### config.mk
export PLATFORM = sky130hd
export DESIGN_NAME = spi_master_ctrl_flat
export DESIGN_NICKNAME = d
export VERILOG_FILES = /design/src/rtl/spi_master_ctrl_if.sv /design/src/rtl/spi_master_ctrl.sv /design/src/flat_wrapper.sv
export SDC_FILE = /design/constraint.sdc
export NUM_CORES = 1
export LEC_CHECK = 0
export CAP_MARGIN = 20
export CORE_ASPECT_RATIO = 1.2
export CORE_MARGIN = 10
export CORE_UTILIZATION = 58
export DETAILED_ROUTE_END_ITERATION = 7
export GPL_TIMING_DRIVEN = 0
export HOLD_SLACK_MARGIN = 0.05
export PLACE_DENSITY = 0.84
export SLEW_MARGIN = 25
export SYNTH_ARGS = -nofsm -noshare
export SYNTH_HDL_FRONTEND = slang
export SYNTH_SLANG_ARGS = --single-unit
### constraint.sdc
create_clock -name clk -period 5.8 [get_ports clk]
set_clock_uncertainty 0.1 [all_clocks]
set_input_delay 0.58 -clock clk [delete_from_list [all_inputs] [get_ports clk]]
set_output_delay 0.58 -clock clk [all_outputs]
set_load 0.01 [all_outputs]
### src/rtl/spi_master_ctrl_if.sv
// spi_master_ctrl_if: byte handshake between a CPU-side bus bridge and the
// SPI master controller.
//   xfer_valid / xfer_ready : byte offered / controller can take it
//   xfer_data               : byte to transmit, MSB first
//   xfer_last               : release chip-select after this byte
//   rx_valid / rx_data      : one-cycle strobe with the byte just received
// Modports: master = bus bridge side, slave = controller side.
interface spi_master_ctrl_if;
  logic       xfer_valid;
  logic       xfer_ready;
  logic [7:0] xfer_data;
  logic       xfer_last;
  logic       rx_valid;
  logic [7:0] rx_data;

  modport master (
    output xfer_valid, xfer_data, xfer_last,
    input  xfer_ready, rx_valid, rx_data
  );

  modport slave (
    input  xfer_valid, xfer_data, xfer_last,
    output xfer_ready, rx_valid, rx_data
  );
endinterface

### src/rtl/spi_master_ctrl.sv
// spi_master_ctrl: byte-oriented SPI master (mode 0, sclk idles low) for up
// to NUM_CS slaves on one shared bus. Chip-select stays asserted across a
// burst until a byte tagged last has completed.
// Ports:
//   clk, rst     : system clock, synchronous active-high reset
//   cfg_div      : half-period select, H = cfg_div+1 clk cycles per phase
//   cfg_cs_sel   : slave index, sampled only when a burst starts
//   bus          : byte handshake (xfer_* in, xfer_ready/rx_* out)
//   busy         : controller not idle
//   spi_sclk/spi_ncs/spi_mosi/spi_miso : SPI pins
// Optional build macro SPI_MASTER_LOOPBACK_EN adds cfg_loopback: when the
// value latched at burst start is 1, the receiver samples spi_mosi instead
// of spi_miso and every spi_ncs stays high.
module spi_master_ctrl #(
  parameter int NUM_CS    = 4,
  parameter int CS_BITS   = 2,
  parameter int DIV_WIDTH = 8
) (
  input  logic                 clk,
  input  logic                 rst,
  input  logic [DIV_WIDTH-1:0] cfg_div,
  input  logic [CS_BITS-1:0]   cfg_cs_sel,
`ifdef SPI_MASTER_LOOPBACK_EN
  input  logic                 cfg_loopback,
`endif
  spi_master_ctrl_if.slave     bus,
  output logic                 busy,
  output logic                 spi_sclk,
  output logic [NUM_CS-1:0]    spi_ncs,
  output logic                 spi_mosi,
  input  logic                 spi_miso
);

  typedef enum logic [2:0] {
    IDLE       = 3'd0,
    SETUP      = 3'd1,
    SHIFT_HI   = 3'd2,
    SHIFT_LO   = 3'd3,
    BURST_WAIT = 3'd4,
    DESELECT   = 3'd5
  } state_t;

  localparam logic [DIV_WIDTH-1:0] CNT_ZERO = {DIV_WIDTH{1'b0}};
  localparam logic [DIV_WIDTH-1:0] CNT_ONE  = DIV_WIDTH'(1'b1);
  localparam logic [NUM_CS-1:0]    NCS_IDLE = {NUM_CS{1'b1}};

  // Active-low one-hot select; an out-of-range index or loopback selects nobody.
  function automatic logic [NUM_CS-1:0] cs_decode(input logic [CS_BITS-1:0] cs,
                                                  input logic lb);
    logic [NUM_CS-1:0] r;
    r = NCS_IDLE;
    for (int i = 0; i < NUM_CS; i++) begin
      if (!lb && (cs == CS_BITS'(i))) r[i] = 1'b0;
    end
    return r;
  endfunction

  state_t               state_r, state_nxt;
  logic [DIV_WIDTH-1:0] cnt_r, cnt_nxt;
  logic [DIV_WIDTH-1:0] div_r, div_nxt;
  logic [CS_BITS-1:0]   cs_r, cs_nxt;
  logic                 last_r, last_nxt;
  logic                 lb_r, lb_nxt;
  logic                 desel_hi_r, desel_hi_nxt;
  logic [3:0]           hi_cnt_r, hi_cnt_nxt;
  logic [7:0]           tx_r, tx_nxt;
  logic [7:0]           rx_sh_r, rx_sh_nxt;
  logic                 sclk_r, sclk_nxt;
  logic                 mosi_r, mosi_nxt;
  logic [NUM_CS-1:0]    ncs_r, ncs_nxt;
  logic                 ready_r, ready_nxt;
  logic                 rx_valid_r, rx_valid_nxt;
  logic [7:0]           rx_data_r, rx_data_nxt;
  logic                 busy_r, busy_nxt;

  logic lb_in_s;
  logic phase_done_s;
  logic accept_s;
  logic sample_s;

`ifdef SPI_MASTER_LOOPBACK_EN
  assign lb_in_s = cfg_loopback;
`else
  assign lb_in_s = 1'b0;
`endif

  assign phase_done_s = (cnt_r == CNT_ZERO);
  assign accept_s     = bus.xfer_valid & ready_r;
  assign sample_s     = lb_r ? mosi_r : spi_miso;

  assign bus.xfer_ready = ready_r;
  assign bus.rx_valid   = rx_valid_r;
  assign bus.rx_data    = rx_data_r;
  assign busy           = busy_r;
  assign spi_sclk       = sclk_r;
  assign spi_ncs        = ncs_r;
  assign spi_mosi       = mosi_r;

  // Next-state and next-output logic; every phase lasts cnt = div..0.
  always_comb begin
    state_nxt    = state_r;
    cnt_nxt      = cnt_r;
    div_nxt      = div_r;
    cs_nxt       = cs_r;
    last_nxt     = last_r;
    lb_nxt       = lb_r;
    desel_hi_nxt = desel_hi_r;
    hi_cnt_nxt   = hi_cnt_r;
    tx_nxt       = tx_r;
    rx_sh_nxt    = rx_sh_r;
    mosi_nxt     = mosi_r;
    rx_valid_nxt = 1'b0;
    rx_data_nxt  = rx_data_r;

    case (state_r)
      IDLE: begin
        if (accept_s) begin
          state_nxt  = SETUP;
          tx_nxt     = bus.xfer_data;
          mosi_nxt   = bus.xfer_data[7];
          last_nxt   = bus.xfer_last;
          div_nxt    = cfg_div;
          cnt_nxt    = cfg_div;
          cs_nxt     = cfg_cs_sel;
          lb_nxt     = lb_in_s;
          hi_cnt_nxt = 4'd0;
        end else begin
          state_nxt = IDLE;
        end
      end
      SETUP: begin
        if (phase_done_s) begin
          state_nxt  = SHIFT_HI;
          cnt_nxt    = div_r;
          rx_sh_nxt  = {rx_sh_r[6:0], sample_s};
          hi_cnt_nxt = hi_cnt_r + 4'd1;
        end else begin
          cnt_nxt = cnt_r - CNT_ONE;
        end
      end
      SHIFT_HI: begin
        if (phase_done_s) begin
          state_nxt = SHIFT_LO;
          cnt_nxt   = div_r;
          // After the 8th high phase a final low phase holds bit0 so the
          // slave keeps hold time before the byte is declared done.
          if (hi_cnt_r != 4'd8) begin
            tx_nxt   = {tx_r[6:0], 1'b0};
            mosi_nxt = tx_r[6];
          end else begin
            mosi_nxt = mosi_r;
          end
        end else begin
          cnt_nxt = cnt_r - CNT_ONE;
        end
      end
      SHIFT_LO: begin
        if (phase_done_s) begin
          cnt_nxt = div_r;
          if (hi_cnt_r == 4'd8) begin
            rx_valid_nxt = 1'b1;
            rx_data_nxt  = rx_sh_r;
            desel_hi_nxt = 1'b0;
            state_nxt    = last_r ? DESELECT : BURST_WAIT;
          end else begin
            state_nxt  = SHIFT_HI;
            rx_sh_nxt  = {rx_sh_r[6:0], sample_s};
            hi_cnt_nxt = hi_cnt_r + 4'd1;
          end
        end else begin
          cnt_nxt = cnt_r - CNT_ONE;
        end
      end
      BURST_WAIT: begin
        // Divider, select and loopback stay as latched at burst start.
        if (accept_s) begin
          state_nxt  = SETUP;
          tx_nxt     = bus.xfer_data;
          mosi_nxt   = bus.xfer_data[7];
          last_nxt   = bus.xfer_last;
          cnt_nxt    = div_r;
          hi_cnt_nxt = 4'd0;
        end else begin
          state_nxt = BURST_WAIT;
        end
      end
      DESELECT: begin
        // First phase keeps ncs low, second guarantees H cycles of ncs high.
        if (phase_done_s) begin
          cnt_nxt = div_r;
          if (desel_hi_r) begin
            state_nxt = IDLE;
          end else begin
            desel_hi_nxt = 1'b1;
          end
        end else begin
          cnt_nxt = cnt_r - CNT_ONE;
        end
      end
      default: begin
        state_nxt = IDLE;
      end
    endcase

    sclk_nxt  = (state_nxt == SHIFT_HI);
    busy_nxt  = (state_nxt != IDLE);
    ready_nxt = (state_nxt == IDLE) || (state_nxt == BURST_WAIT);
    if ((state_nxt == IDLE) || ((state_nxt == DESELECT) && desel_hi_nxt)) begin
      ncs_nxt = NCS_IDLE;
    end else begin
      ncs_nxt = cs_decode(cs_nxt, lb_nxt);
    end
  end

  // State, datapath and registered output update with synchronous reset.
  always_ff @(posedge clk) begin
    if (rst) begin
      state_r    <= IDLE;
      cnt_r      <= CNT_ZERO;
      div_r      <= CNT_ZERO;
      cs_r       <= {CS_BITS{1'b0}};
      last_r     <= 1'b0;
      lb_r       <= 1'b0;
      desel_hi_r <= 1'b0;
      hi_cnt_r   <= 4'd0;
      tx_r       <= 8'h00;
      rx_sh_r    <= 8'h00;
      sclk_r     <= 1'b0;
      mosi_r     <= 1'b0;
      ncs_r      <= NCS_IDLE;
      ready_r    <= 1'b0;
      rx_valid_r <= 1'b0;
      rx_data_r  <= 8'h00;
      busy_r     <= 1'b0;
    end else begin
      state_r    <= state_nxt;
      cnt_r      <= cnt_nxt;
      div_r      <= div_nxt;
      cs_r       <= cs_nxt;
      last_r     <= last_nxt;
      lb_r       <= lb_nxt;
      desel_hi_r <= desel_hi_nxt;
      hi_cnt_r   <= hi_cnt_nxt;
      tx_r       <= tx_nxt;
      rx_sh_r    <= rx_sh_nxt;
      sclk_r     <= sclk_nxt;
      mosi_r     <= mosi_nxt;
      ncs_r      <= ncs_nxt;
      ready_r    <= ready_nxt;
      rx_valid_r <= rx_valid_nxt;
      rx_data_r  <= rx_data_nxt;
      busy_r     <= busy_nxt;
    end
  end

endmodule

### src/flat_wrapper.sv
// flat-port wrapper written by rule: the top's interface ports become plain ports
module spi_master_ctrl_flat 
#(
  parameter int NUM_CS    = 4,
  parameter int CS_BITS   = 2,
  parameter int DIV_WIDTH = 8
)
  (clk, rst, cfg_div, cfg_cs_sel, busy, spi_sclk, spi_ncs, spi_mosi, spi_miso, bus_xfer_valid, bus_xfer_data, bus_xfer_last, bus_xfer_ready, bus_rx_valid, bus_rx_data);
  spi_master_ctrl_if bus_i ();
  input  logic clk;
  input  logic rst;
  input  logic [DIV_WIDTH-1:0] cfg_div;
  input  logic [CS_BITS-1:0] cfg_cs_sel;
  output logic busy;
  output logic spi_sclk;
  output logic [NUM_CS-1:0] spi_ncs;
  output logic spi_mosi;
  input  logic spi_miso;
  input wire logic [$bits(bus_i.xfer_valid)-1:0] bus_xfer_valid;
  input wire logic [$bits(bus_i.xfer_data)-1:0] bus_xfer_data;
  input wire logic [$bits(bus_i.xfer_last)-1:0] bus_xfer_last;
  output wire logic [$bits(bus_i.xfer_ready)-1:0] bus_xfer_ready;
  output wire logic [$bits(bus_i.rx_valid)-1:0] bus_rx_valid;
  output wire logic [$bits(bus_i.rx_data)-1:0] bus_rx_data;
  assign bus_i.xfer_valid = bus_xfer_valid;
  assign bus_i.xfer_data = bus_xfer_data;
  assign bus_i.xfer_last = bus_xfer_last;
  assign bus_xfer_ready = bus_i.xfer_ready;
  assign bus_rx_valid = bus_i.rx_valid;
  assign bus_rx_data = bus_i.rx_data;
  spi_master_ctrl #(.NUM_CS(NUM_CS), .CS_BITS(CS_BITS), .DIV_WIDTH(DIV_WIDTH)) u_core (.clk(clk), .rst(rst), .cfg_div(cfg_div), .cfg_cs_sel(cfg_cs_sel), .bus(bus_i), .busy(busy), .spi_sclk(spi_sclk), .spi_ncs(spi_ncs), .spi_mosi(spi_mosi), .spi_miso(spi_miso));
endmodule
==> flow_summary.ini <==
[run_status]
outcome = completed

[detailed_routing]
postRouteAntennaNets = 0
drt-wirelength-per-cell_um = 16.7
via_per_inst = 5.92
route.vias.total = 2540
wirelength_um = 7190
drc = 0
firstDrtPassIters = 5
drtIter0Drc = 229

[sta]
tightest_slew_ns = 0.958
setup_violations = 0
min_period_ns = 2.77
finalMaxSlewViolations = 0
rsz0062_at_grt = false
slew_headroom = 0.356
setup_tns_ns = 0
finalCritPeriodShare = 0.477
final_hold_viol_count = 0
fmax_mhz = 361

[global_route]
grt_pass1_vias = 2456
track_usage = 0.183
grt_max_degree = 13
grt_overflow = 0
antenna_found_initial = 0
grt_pass1_wl_um = 12000

[placement]
gp_congestion = 0.905
placed_cell_area_sq_mm = 0.00323
hpwlAfterDp_um = 5090
port_buffers = 38

[synthesis]
syn_area_per_cell_sq_um = 8.77
yosysSeqAreaShare = 0.432
syn_area_sq_mm = 0.00278
synth_cells = 317
yosysWarnings = 0
syn_nets = 344
yosysUniqueCellTypes = 55
synth-seq-cells = 60
synth_edf_count = 0
yosys_most_used_dff = dfxtp_1
async_flop_share = 0

[flow_run]
maxCapViolations = 0

[clock_network]
ctsHoldBuffers = 0
path_clk_slew_ns = 0.07
cts-root-buf = clkbuf_8
cts_tree = built
post_cts_buffers = 0
cts_sinks = 60
cts_resized = 0
htreeDepth = 3
clk_latency_ns = 0.34
cts_made_buffers = 9
clock_path_buffers = 2

[setup_path]
endpoint = u_core.tx_r[2]
reg2reg_from = u_core.cnt_r[0]
reg2reg_depth = 8
worst-r2r-setup-slack_ns = 3.03
cp_max_fo = 10
end_kind = flip-flop
crit_path_start = u_core.cnt_r[0]
worst_r2r_endpoint = u_core.tx_r[2]
crit_arrival_ns = 2.92
startpoint_type = flip-flop
critPathKind = reg2reg
cp.required_ns = 5.96

[power_and_ir_drop]
comb_power_share = 0.405
clkPwrFrac = 0.268
swShare = 0.387
pwr_density_cell_mw_per_mm2 = 495
peakVddDrop_v = 0.000417
p_leak_nw = 1.29
internal_power_mw = 1.06
p_switching_mw = 0.666
p_seq_frac = 0.327

[layout]
final_area_sq_mm = 0.00348
diodes = 0
drive_above_1_share = 0.0889
nets = 393
area_delta_synth_final_pct = 25.1

[floorplanning]
die_x_um = 83.2
fp.dieArea_sq_mm = 0.00798
core_region_area_sq_mm = 0.00463
rows = 27
die_h_um = 95.9
initial_utilization = 0.601
io_pins = 40

[hold_path]
hold_path_class = reg2reg
min_from = u_core.bus.rx_data[0]
[registers in the layout, indices dropped and copies added, names as in the netlist]
signal and cells:
u_core.bus.rx_valid 1, u_core.state_r 3, u_core.rx_sh_r 8, u_core.div_r 8
u_core.spi_ncs 4, u_core.hi_cnt_r 4, u_core.spi_mosi 1, u_core.desel_hi_r 1
u_core.spi_sclk 1, u_core.cs_r 2, u_core.lb_r 1, u_core.last_r 1
u_core.busy 1, u_core.cnt_r 8, u_core.tx_r 7, u_core.bus.xfer_ready 1
u_core.bus.rx_data 8
[worst max-delay path, stage by stage, from the launching register on]
cell and delay, ns:
dfxtp_1 0.35, inv_1 0.15, ha_1 0.24, nor3b_2 0.61, nand2_2 0.30, o31ai_4 0.45, buf_6 0.20, nor2_1 0.06
a311oi_2 0.22
[placed cells by master (no fill, tap or decap), types with 4 or more instances in the layout]
master	count
nor3_1	13
clkbuf_1	11
nor3b_1	4
nand3_1	6
o21ai_0	14
ha_1	4
clkdlybuf4s50_1	38
dfxtp_1	60
a21oi_1	17
a31oi_1	5
a311oi_1	6
a221oi_1	4
inv_1	7
a211oi_1	5
nand2_1	39
xnor2_1	4
clkbuf_8	9
nor2_1	46
nand3b_1	4
buf_2	4
mux2i_1	16
[synth_stat cells (all sizes together), types with 5 or more instances]
cell / instances / share of area
a311oi: 9 / 0.035
clkbuf: 11 / 0.015
mux2i: 16 / 0.058
a31oi: 5 / 0.011
nand2: 40 / 0.055
a21oi: 17 / 0.031
o21ai: 14 / 0.025
nor2: 46 / 0.062
buf: 5 / 0.011
nor3b: 5 / 0.015
nor3: 13 / 0.023
nand3: 6 / 0.011
dfxtp: 60 / 0.43
a211oi: 5 / 0.013
inv: 7 / 0.0094
[metrics by stage]
| step | util | total power [mW] | setup WS [ns] | cells | hold slack, ns |
|---|---|---|---|---|---|
| 6_report | 0.752 | 1.72 | 3.03 | 429 | 0.360 |
| 5_1_grt | 0.752 | 1.83 | 2.85 | 429 | 0.386 |
| 4_1_cts | 0.752 | 1.72 | 3.09 | 429 | 0.361 |
| 3_5_place_dp | 0.699 | 1.25 | 2.98 | 413 | 0.350 |
| 3_3_place_gp | 0.699 | 1.23 | 3.00 | 413 | 0.345 |
| 2_1_floorplan | - | 1.06 | 3.61 | 317 | 0.332 |
[layout make-up]
| class | instances | area [sq um] |
|---|---|---|
| inverters | 7 | 26.3 |
| flip-flops and latches | 60 | 1200 |
| multi-input cells | 234 | 1480 |
| clock buffers | 9 | 124 |
| repair buffers | 38 | 380 |
| well taps | 58 | 72.6 |
| plain buffers | 16 | 72.6 |
| clock inverters | 7 | 123 |
| fillers | 339 | 1150 |
[worst min path at each step]
stage / to / slack, ns / depth (start not counted)
after global routing: u_core.bus.rx_data[1] / 0.39 / 2
final: u_core.bus.rx_data[0] / 0.36 / 2
after CTS: u_core.last_r / 0.36 / 2
after floorplan: u_core.bus.rx_data[7] / 0.33 / 2
after detailed placement: u_core.bus.rx_data[5] / 0.35 / 2
after global placement: u_core.bus.rx_data[2] / 0.34 / 2
[layer usage]
layer	global-route usage	part of all wire	vias up	wire length, um
met1	0.219	0.45	1192	3260
li1	-	-	1248	-
met2	0.300	0.47	85	3380
met3	0.0592	0.057	15	406
met5	0	0	-	0
met4	0.0710	0.019	0	138
[logic make-up after synthesis]
family / synth area share
AOI/OAI and AO/OA: 0.182
xor gates and xnor gates: 0.0189
adders and majority gates: 0.0180
buffers and inverters: 0.0355
DFF: 0.432
muxes: 0.0616
and+or+nand+nor: 0.252
[power by group through the flow]
stage	Combinational, mW	Clock [mW]	Sequential [mW]
floorplan	0.499	0	0.562
global placement	0.663	0	0.568
detailed placement	0.682	0	0.571
CTS	0.689	0.466	0.562
global route	0.768	0.486	0.574
finish	0.698	0.462	0.563
Power figures use the tool's default switching activity.
